[config.mk]
export PLATFORM = sky130hd
export DESIGN_NAME = seq_gen
export DESIGN_NICKNAME = d
export VERILOG_FILES = /design/src/rtl/seq_gen.sv
export SDC_FILE = /design/constraint.sdc
export NUM_CORES = 1
export LEC_CHECK = 0
export CORE_AREA = 2 2 55 57
export CTS_CLUSTER_SIZE = 8
export DETAILED_ROUTE_END_ITERATION = 10
export DIE_AREA = 0 0 57 59
export HOLD_SLACK_MARGIN = 0.12
export PLACE_DENSITY = 0.83
export SYNTH_ARGS = -nofsm -noshare
export SYNTH_HDL_FRONTEND = slang
export SYNTH_SLANG_ARGS = --single-unit
[constraint.sdc]
create_clock -name clk -period 1.7 [get_ports clk]
set_input_delay 0.255 -clock clk [delete_from_list [all_inputs] [get_ports clk]]
set_output_delay 0.255 -clock clk [all_outputs]
set_load 0.01 [all_outputs]
[src/rtl/seq_gen.sv]
// Serial 1-0-1 pattern source: shifts a WIDTH-bit word out MSB first, reps+1 times back to back.
// Define SEQ_GEN_SYNC_EN to prefix every repetition with a 1,0,1 sync preamble.
module seq_gen #(
    parameter int WIDTH = 8,
    parameter int REP_W = 4
) (
    input  logic             clk,
    input  logic             rst,
    input  logic             load_i,
    input  logic [WIDTH-1:0] data_i,
    input  logic [REP_W-1:0] reps_i,
    output logic             ready_o,
    output logic             out_o,
    output logic             busy_o,
    output logic             done_o
);

    localparam int BW = $clog2(WIDTH);
    localparam logic [BW-1:0] BIT_LAST    = BW'(WIDTH - 1);
    localparam logic [BW-1:0] BIT_PENULT  = BW'(WIDTH - 2);

`ifdef SEQ_GEN_SYNC_EN
    typedef enum logic [1:0] {IDLE = 2'd0, SYNC = 2'd1, DATA = 2'd2} state_t;
`else
    typedef enum logic [1:0] {IDLE = 2'd0, DATA = 2'd2} state_t;
`endif

    state_t           state_q;
    logic [WIDTH-1:0] shift_q;
    logic [WIDTH-1:0] word_q;
    logic [REP_W-1:0] rep_q;
    logic [BW-1:0]    bit_q;
    logic             out_q;
    logic             busy_q;
    logic             done_q;
`ifdef SEQ_GEN_SYNC_EN
    logic [1:0]       sync_q;
`endif

    logic [WIDTH-1:0] shift_d;
    logic [REP_W-1:0] rep_d;
`ifndef SEQ_GEN_SYNC_EN
    logic [WIDTH-1:0] start_shift_d;
    logic [WIDTH-1:0] reload_shift_d;
`endif

    // Shift/decrement helpers for the sequencer below.
    always_comb begin
        shift_d        = {shift_q[WIDTH-2:0], 1'b0};
        rep_d          = rep_q - REP_W'(1);
`ifndef SEQ_GEN_SYNC_EN
        start_shift_d  = {data_i[WIDTH-2:0], 1'b0};
        reload_shift_d = {word_q[WIDTH-2:0], 1'b0};
`endif
    end

    // Frame sequencer; out_q always holds the bit currently on the line.
    always_ff @(posedge clk) begin
        if (rst) begin
            state_q <= IDLE;
            shift_q <= '0;
            word_q  <= '0;
            rep_q   <= '0;
            bit_q   <= '0;
            out_q   <= 1'b0;
            busy_q  <= 1'b0;
            done_q  <= 1'b0;
`ifdef SEQ_GEN_SYNC_EN
            sync_q  <= 2'd0;
`endif
        end else begin
            case (state_q)
                IDLE: begin
                    done_q <= 1'b0;
                    if (load_i) begin
                        word_q <= data_i;
                        rep_q  <= reps_i;
                        bit_q  <= '0;
                        busy_q <= 1'b1;
`ifdef SEQ_GEN_SYNC_EN
                        state_q <= SYNC;
                        sync_q  <= 2'd0;
                        out_q   <= 1'b1;
                        shift_q <= data_i;
`else
                        state_q <= DATA;
                        out_q   <= data_i[WIDTH-1];
                        shift_q <= start_shift_d;
`endif
                    end else begin
                        out_q  <= 1'b0;
                        busy_q <= 1'b0;
                    end
                end
`ifdef SEQ_GEN_SYNC_EN
                SYNC: begin
                    if (sync_q == 2'd2) begin
                        state_q <= DATA;
                        out_q   <= shift_q[WIDTH-1];
                        shift_q <= shift_d;
                        bit_q   <= '0;
                    end else begin
                        sync_q <= sync_q + 2'd1;
                        out_q  <= (sync_q == 2'd1);
                    end
                end
`endif
                DATA: begin
                    if (bit_q == BIT_LAST) begin
                        done_q <= 1'b0;
                        if (rep_q != '0) begin
                            // Next repetition starts on the very next cycle, no gap.
                            rep_q <= rep_d;
                            bit_q <= '0;
`ifdef SEQ_GEN_SYNC_EN
                            state_q <= SYNC;
                            sync_q  <= 2'd0;
                            out_q   <= 1'b1;
                            shift_q <= word_q;
`else
                            out_q   <= word_q[WIDTH-1];
                            shift_q <= reload_shift_d;
`endif
                        end else begin
                            state_q <= IDLE;
                            out_q   <= 1'b0;
                            busy_q  <= 1'b0;
                        end
                    end else begin
                        out_q   <= shift_q[WIDTH-1];
                        shift_q <= shift_d;
                        bit_q   <= bit_q + BW'(1);
                        done_q  <= (bit_q == BIT_PENULT) && (rep_q == '0);
                    end
                end
                default: begin
                    state_q <= IDLE;
                    out_q   <= 1'b0;
                    busy_q  <= 1'b0;
                    done_q  <= 1'b0;
                end
            endcase
        end
    end

    assign ready_o = (state_q == IDLE);
    assign out_o   = out_q;
    assign busy_o  = busy_q;
    assign done_o  = done_q;

endmodule

==> impl_results.html <==
<table>
<tr><th>Metric</th><th>Value</th></tr>
<tr><th colspan="2">Routing</th></tr>
<tr><td>Routed len/inst</td><td>14.4 µm</td></tr>
<tr><td>Per-cell via count in the routed design</td><td>5.68</td></tr>
<tr><td>Count of routing violations after the opening detailed-route iteration</td><td>36</td></tr>
<tr><td>TritonRoute pass-1 iters</td><td>4</td></tr>
<tr><td>Post-route ant nets</td><td>0</td></tr>
<tr><td>DR vias</td><td>1158</td></tr>
<tr><td>WL final</td><td>2.94 mm</td></tr>
<tr><td>Number of remaining DRC errors</td><td>0</td></tr>
<tr><th colspan="2">Setup path</th></tr>
<tr><td>Endpoint arrival time on the critical path</td><td>1370 ps</td></tr>
<tr><td>Critical path peak fanout</td><td>10</td></tr>
<tr><td>CP Launch Type</td><td>flip-flop</td></tr>
<tr><td>Startpoint-to-endpoint class of the critical path</td><td>reg -&gt; out</td></tr>
<tr><td>Type of element capturing the critical path</td><td>output port</td></tr>
<tr><td>R2R cell count</td><td>6</td></tr>
<tr><td>Worst Path Required</td><td>1440 ps</td></tr>
<tr><th colspan="2">Synthesis</th></tr>
<tr><td>Sequential share of the synthesized area</td><td>0.417</td></tr>
<tr><td>Synthesized cell area</td><td>0.00125 mm²</td></tr>
<tr><td>Average instance area after synthesis</td><td>8.44 µm²</td></tr>
<tr><td>Number of warnings printed during yosys synthesis</td><td>0</td></tr>
<tr><td>Yosys cell types</td><td>33</td></tr>
<tr><td>Primary flip-flop cell chosen by synthesis mapping</td><td>sky130_fd_sc_hd__dfxtp_1</td></tr>
<tr><td>Number of storage elements in the synthesis netlist</td><td>26</td></tr>
<tr><td>Count of mapped cells out of synthesis</td><td>148</td></tr>
<tr><td>EDFF count, synth</td><td>0</td></tr>
<tr><td>Total nets after synthesis</td><td>168</td></tr>
<tr><td>Share of synthesized flip-flops with an asynchronous set or reset</td><td>0</td></tr>
<tr><th colspan="2">Global routing</th></tr>
<tr><td>Largest net degree at the start of global routing</td><td>18</td></tr>
<tr><td>Via count of the first global-routing pass</td><td>1173</td></tr>
<tr><td>Remaining Overflow, GRT</td><td>0</td></tr>
<tr><td>Global-route usage over all layers</td><td>0.185</td></tr>
<tr><td>Global-route wire length before repair</td><td>4.97 mm</td></tr>
<tr><td>Number of antenna violations at the first check in global routing</td><td>0</td></tr>
<tr><th colspan="2">Worst hold path</th></tr>
<tr><td>Kind of path behind the tightest hold check</td><td>reg -&gt; reg</td></tr>
<tr><td>Number of instances on the worst hold path</td><td>2</td></tr>
<tr><th colspan="2">Timing</th></tr>
<tr><td>Total Neg Setup Slack</td><td>0 ps</td></tr>
<tr><td>Number of failing setup endpoints in the final timing report</td><td>0</td></tr>
<tr><td>Number of hold violations in the final report</td><td>0</td></tr>
<tr><td>Min Tclk post-route</td><td>1630 ps</td></tr>
<tr><td>Actual slew at the worst max-slew pin</td><td>356 ps</td></tr>
<tr><td>Final slew viol count</td><td>0</td></tr>
<tr><td>Final worst path period share</td><td>0.958</td></tr>
<tr><td>Worst-case clock skew</td><td>4.42 ps</td></tr>
<tr><td>Max transition margin</td><td>0.762</td></tr>
<tr><td>Maximum frequency from static timing analysis</td><td>0.614 GHz</td></tr>
<tr><th colspan="2">Finish</th></tr>
<tr><td>Antenna diode count</td><td>0</td></tr>
<tr><td>Fill cell total of the finished layout</td><td>262</td></tr>
<tr><td>Fraction of final layout cells sized beyond drive strength 1</td><td>0.150</td></tr>
<tr><td>Signed area change from the synthesized netlist to the final layout</td><td>27.4%</td></tr>
<tr><td>Share of the core filled with cells</td><td>0.587</td></tr>
<tr><td>NumNets Final</td><td>195</td></tr>
<tr><th colspan="2">Place</th></tr>
<tr><td>Final weighted congestion of routability-driven global placement</td><td>0.827</td></tr>
<tr><td>Buffers on Ports</td><td>18</td></tr>
<tr><td>Half-perimeter wire length of the detailed placement result</td><td>2.12 mm</td></tr>
<tr><th colspan="2">Clocking</th></tr>
<tr><td>Clock Tree Root</td><td>sky130_fd_sc_hd__clkbuf_4</td></tr>
<tr><td>TritonCTS Buffers</td><td>3</td></tr>
<tr><td>Clock input transition at the sequential cells of the worst setup and hold paths</td><td>130 ps</td></tr>
<tr><td>H-Tree Depth</td><td>1</td></tr>
<tr><td>Cts-stage hold buffer count</td><td>0</td></tr>
<tr><td>Clock tree from TritonCTS</td><td>yes</td></tr>
<tr><td>Worst skew pair latency</td><td>320 ps</td></tr>
<tr><td>Number of clock sinks</td><td>26</td></tr>
<tr><td>Maximum number of buffers from clock root to sink</td><td>2</td></tr>
<tr><th colspan="2">Power</th></tr>
<tr><td>Maximum VDD drop</td><td>570 µV</td></tr>
<tr><td>Leak</td><td>0.000610 µW</td></tr>
<tr><td>Power per standard cell area</td><td>754 mW/mm²</td></tr>
<tr><th colspan="2">Floorplan</th></tr>
<tr><td>Row Count</td><td>19</td></tr>
<tr><td>Floorplan die width</td><td>57 µm</td></tr>
<tr><td>Die Footprint</td><td>0.00336 mm²</td></tr>
<tr><td>Standard cell core area</td><td>0.00271 mm²</td></tr>
<tr><td>Vert. Die Dim</td><td>59 µm</td></tr>
<tr><td>IO Count</td><td>19</td></tr>
<tr><td>Initial cell density of the core</td><td>0.461</td></tr>
<tr><th colspan="2">Run</th></tr>
<tr><td>Max-capacitance violation count</td><td>0</td></tr>
<tr><th colspan="2">Status</th></tr>
<tr><td>Outcome</td><td>finished clean</td></tr>
</table>
[final timing paths]
| check | slack, ps | from | end |
|---|---|---|---|
| hold reg to reg | 470 | word_q[2]$_SDFFE_PP0P_ | word_q[2]$_SDFFE_PP0P_ |
| setup reg to reg | 90 | bit_q[1]$_SDFFE_PP0P_ | rep_q[0]$_SDFFE_PP0P_ |
| setup / recovery | 70 | state_q[1]$_SDFFE_PP0P_ | ready_o |
| hold / removal | 470 | word_q[2]$_SDFFE_PP0P_ | word_q[2]$_SDFFE_PP0P_ |
[metal layers]
metal	part of all wire	routed length [µm]	vias up	GRT usage
li1	-	-	572	-
met4	0.014	42	0	0.0764
met3	0.042	124	4	0.0240
met5	0	0	-	0
met2	0.51	1510	27	0.338
met1	0.43	1270	555	0.219
[area by class of cell]
class	count	area [µm²]	share of cell area
timing repair buffer	32	302	0.190
multi-input combinational	106	679	0.427
sequential	26	526	0.330
clock buffer	3	22.5	0.0142
inverter	6	22.5	0.0142
tap	31	38.8	0.0244
[repair_timing]
item | CTS | global route
hold endpoints to repair | 0 | 0
setup buffers | 0 | 1
resized for setup | 4 | 7
endpoints found under the setup margin | 13 | 11
pin swaps | 0 | 2
[placed cells by master, fill, tap and decap left out, types with 2 or more instances in the layout]
cell,n
sky130_fd_sc_hd__a32o_1,2
sky130_fd_sc_hd__nand2_1,35
sky130_fd_sc_hd__inv_1,4
sky130_fd_sc_hd__a21oi_1,17
sky130_fd_sc_hd__nand3_1,2
sky130_fd_sc_hd__a211oi_1,2
sky130_fd_sc_hd__inv_2,2
sky130_fd_sc_hd__a31oi_1,3
sky130_fd_sc_hd__dfxtp_1,24
sky130_fd_sc_hd__mux2i_1,11
sky130_fd_sc_hd__nor2_1,5
sky130_fd_sc_hd__ha_1,3
sky130_fd_sc_hd__clkbuf_4,3
sky130_fd_sc_hd__o211ai_1,6
sky130_fd_sc_hd__clkdlybuf4s50_1,18
sky130_fd_sc_hd__buf_4,12
[synth_stat cells (3+ instances only)]
library cell	instances	area, µm²
sky130_fd_sc_hd__mux2i_1	11	110
sky130_fd_sc_hd__o211ai_1	6	45.0
sky130_fd_sc_hd__nor2_1	5	18.8
sky130_fd_sc_hd__nand2_1	35	131
sky130_fd_sc_hd__a21oi_1	17	85.1
sky130_fd_sc_hd__clkbuf_1	6	22.5
sky130_fd_sc_hd__ha_1	5	62.6
sky130_fd_sc_hd__a31oi_1	3	18.8
sky130_fd_sc_hd__dfxtp_1	26	521
sky130_fd_sc_hd__inv_1	6	22.5
[where the power goes]
part | internal (µW) | switching, µW | leakage, µW
Sequential | 648 | 29.7 | 0.000215
Combinational | 140 | 124 | 0.000381
Clock | 83.0 | 174 | 0.0000138
Total | 871 | 328 | 0.000610
[flip-flops by register name, summed over array words and instances (netlist names)]
signal,flops
shift_q,7
busy_o,1
word_q,8
out_o,1
state_q,1
bit_q,3
rep_q,4
done_o,1
[critical path, cell delays in order, from the launching register on]
cell	delay [ps]
sky130_fd_sc_hd__dfxtp_4	410
sky130_fd_sc_hd__inv_2	110
sky130_fd_sc_hd__clkdlybuf4s50_1	540
[logic make-up after synthesis]
kind of cell / Yosys count / synth area share
AOI/OAI and AO/OA: 36 / 0.181
xor gates and xnor gates: 1 / 0.00702
adders and majority gates: 5 / 0.0501
buffers and inverters: 16 / 0.0561
DFF: 26 / 0.417
muxes: 12 / 0.0972
and+or+nand+nor: 52 / 0.191
[per-stage QoR]
stage / power, µW / instance area, µm² / hold slack (ps) / worst slack (ps) / cells
after floorplan: 821 / 1250 / 391 / 5.22 / 148
after global placement: 917 / 1530 / 441 / 79.2 / 200
after detailed placement: 933 / 1530 / 450 / -88.5 / 200
after CTS: 1190 / 1560 / 468 / 10.1 / 203
after global routing: 1270 / 1590 / 498 / -22.8 / 204
final: 1200 / 1590 / 465 / 70.6 / 204
Note: power is estimated with default switching activity, not from simulation.
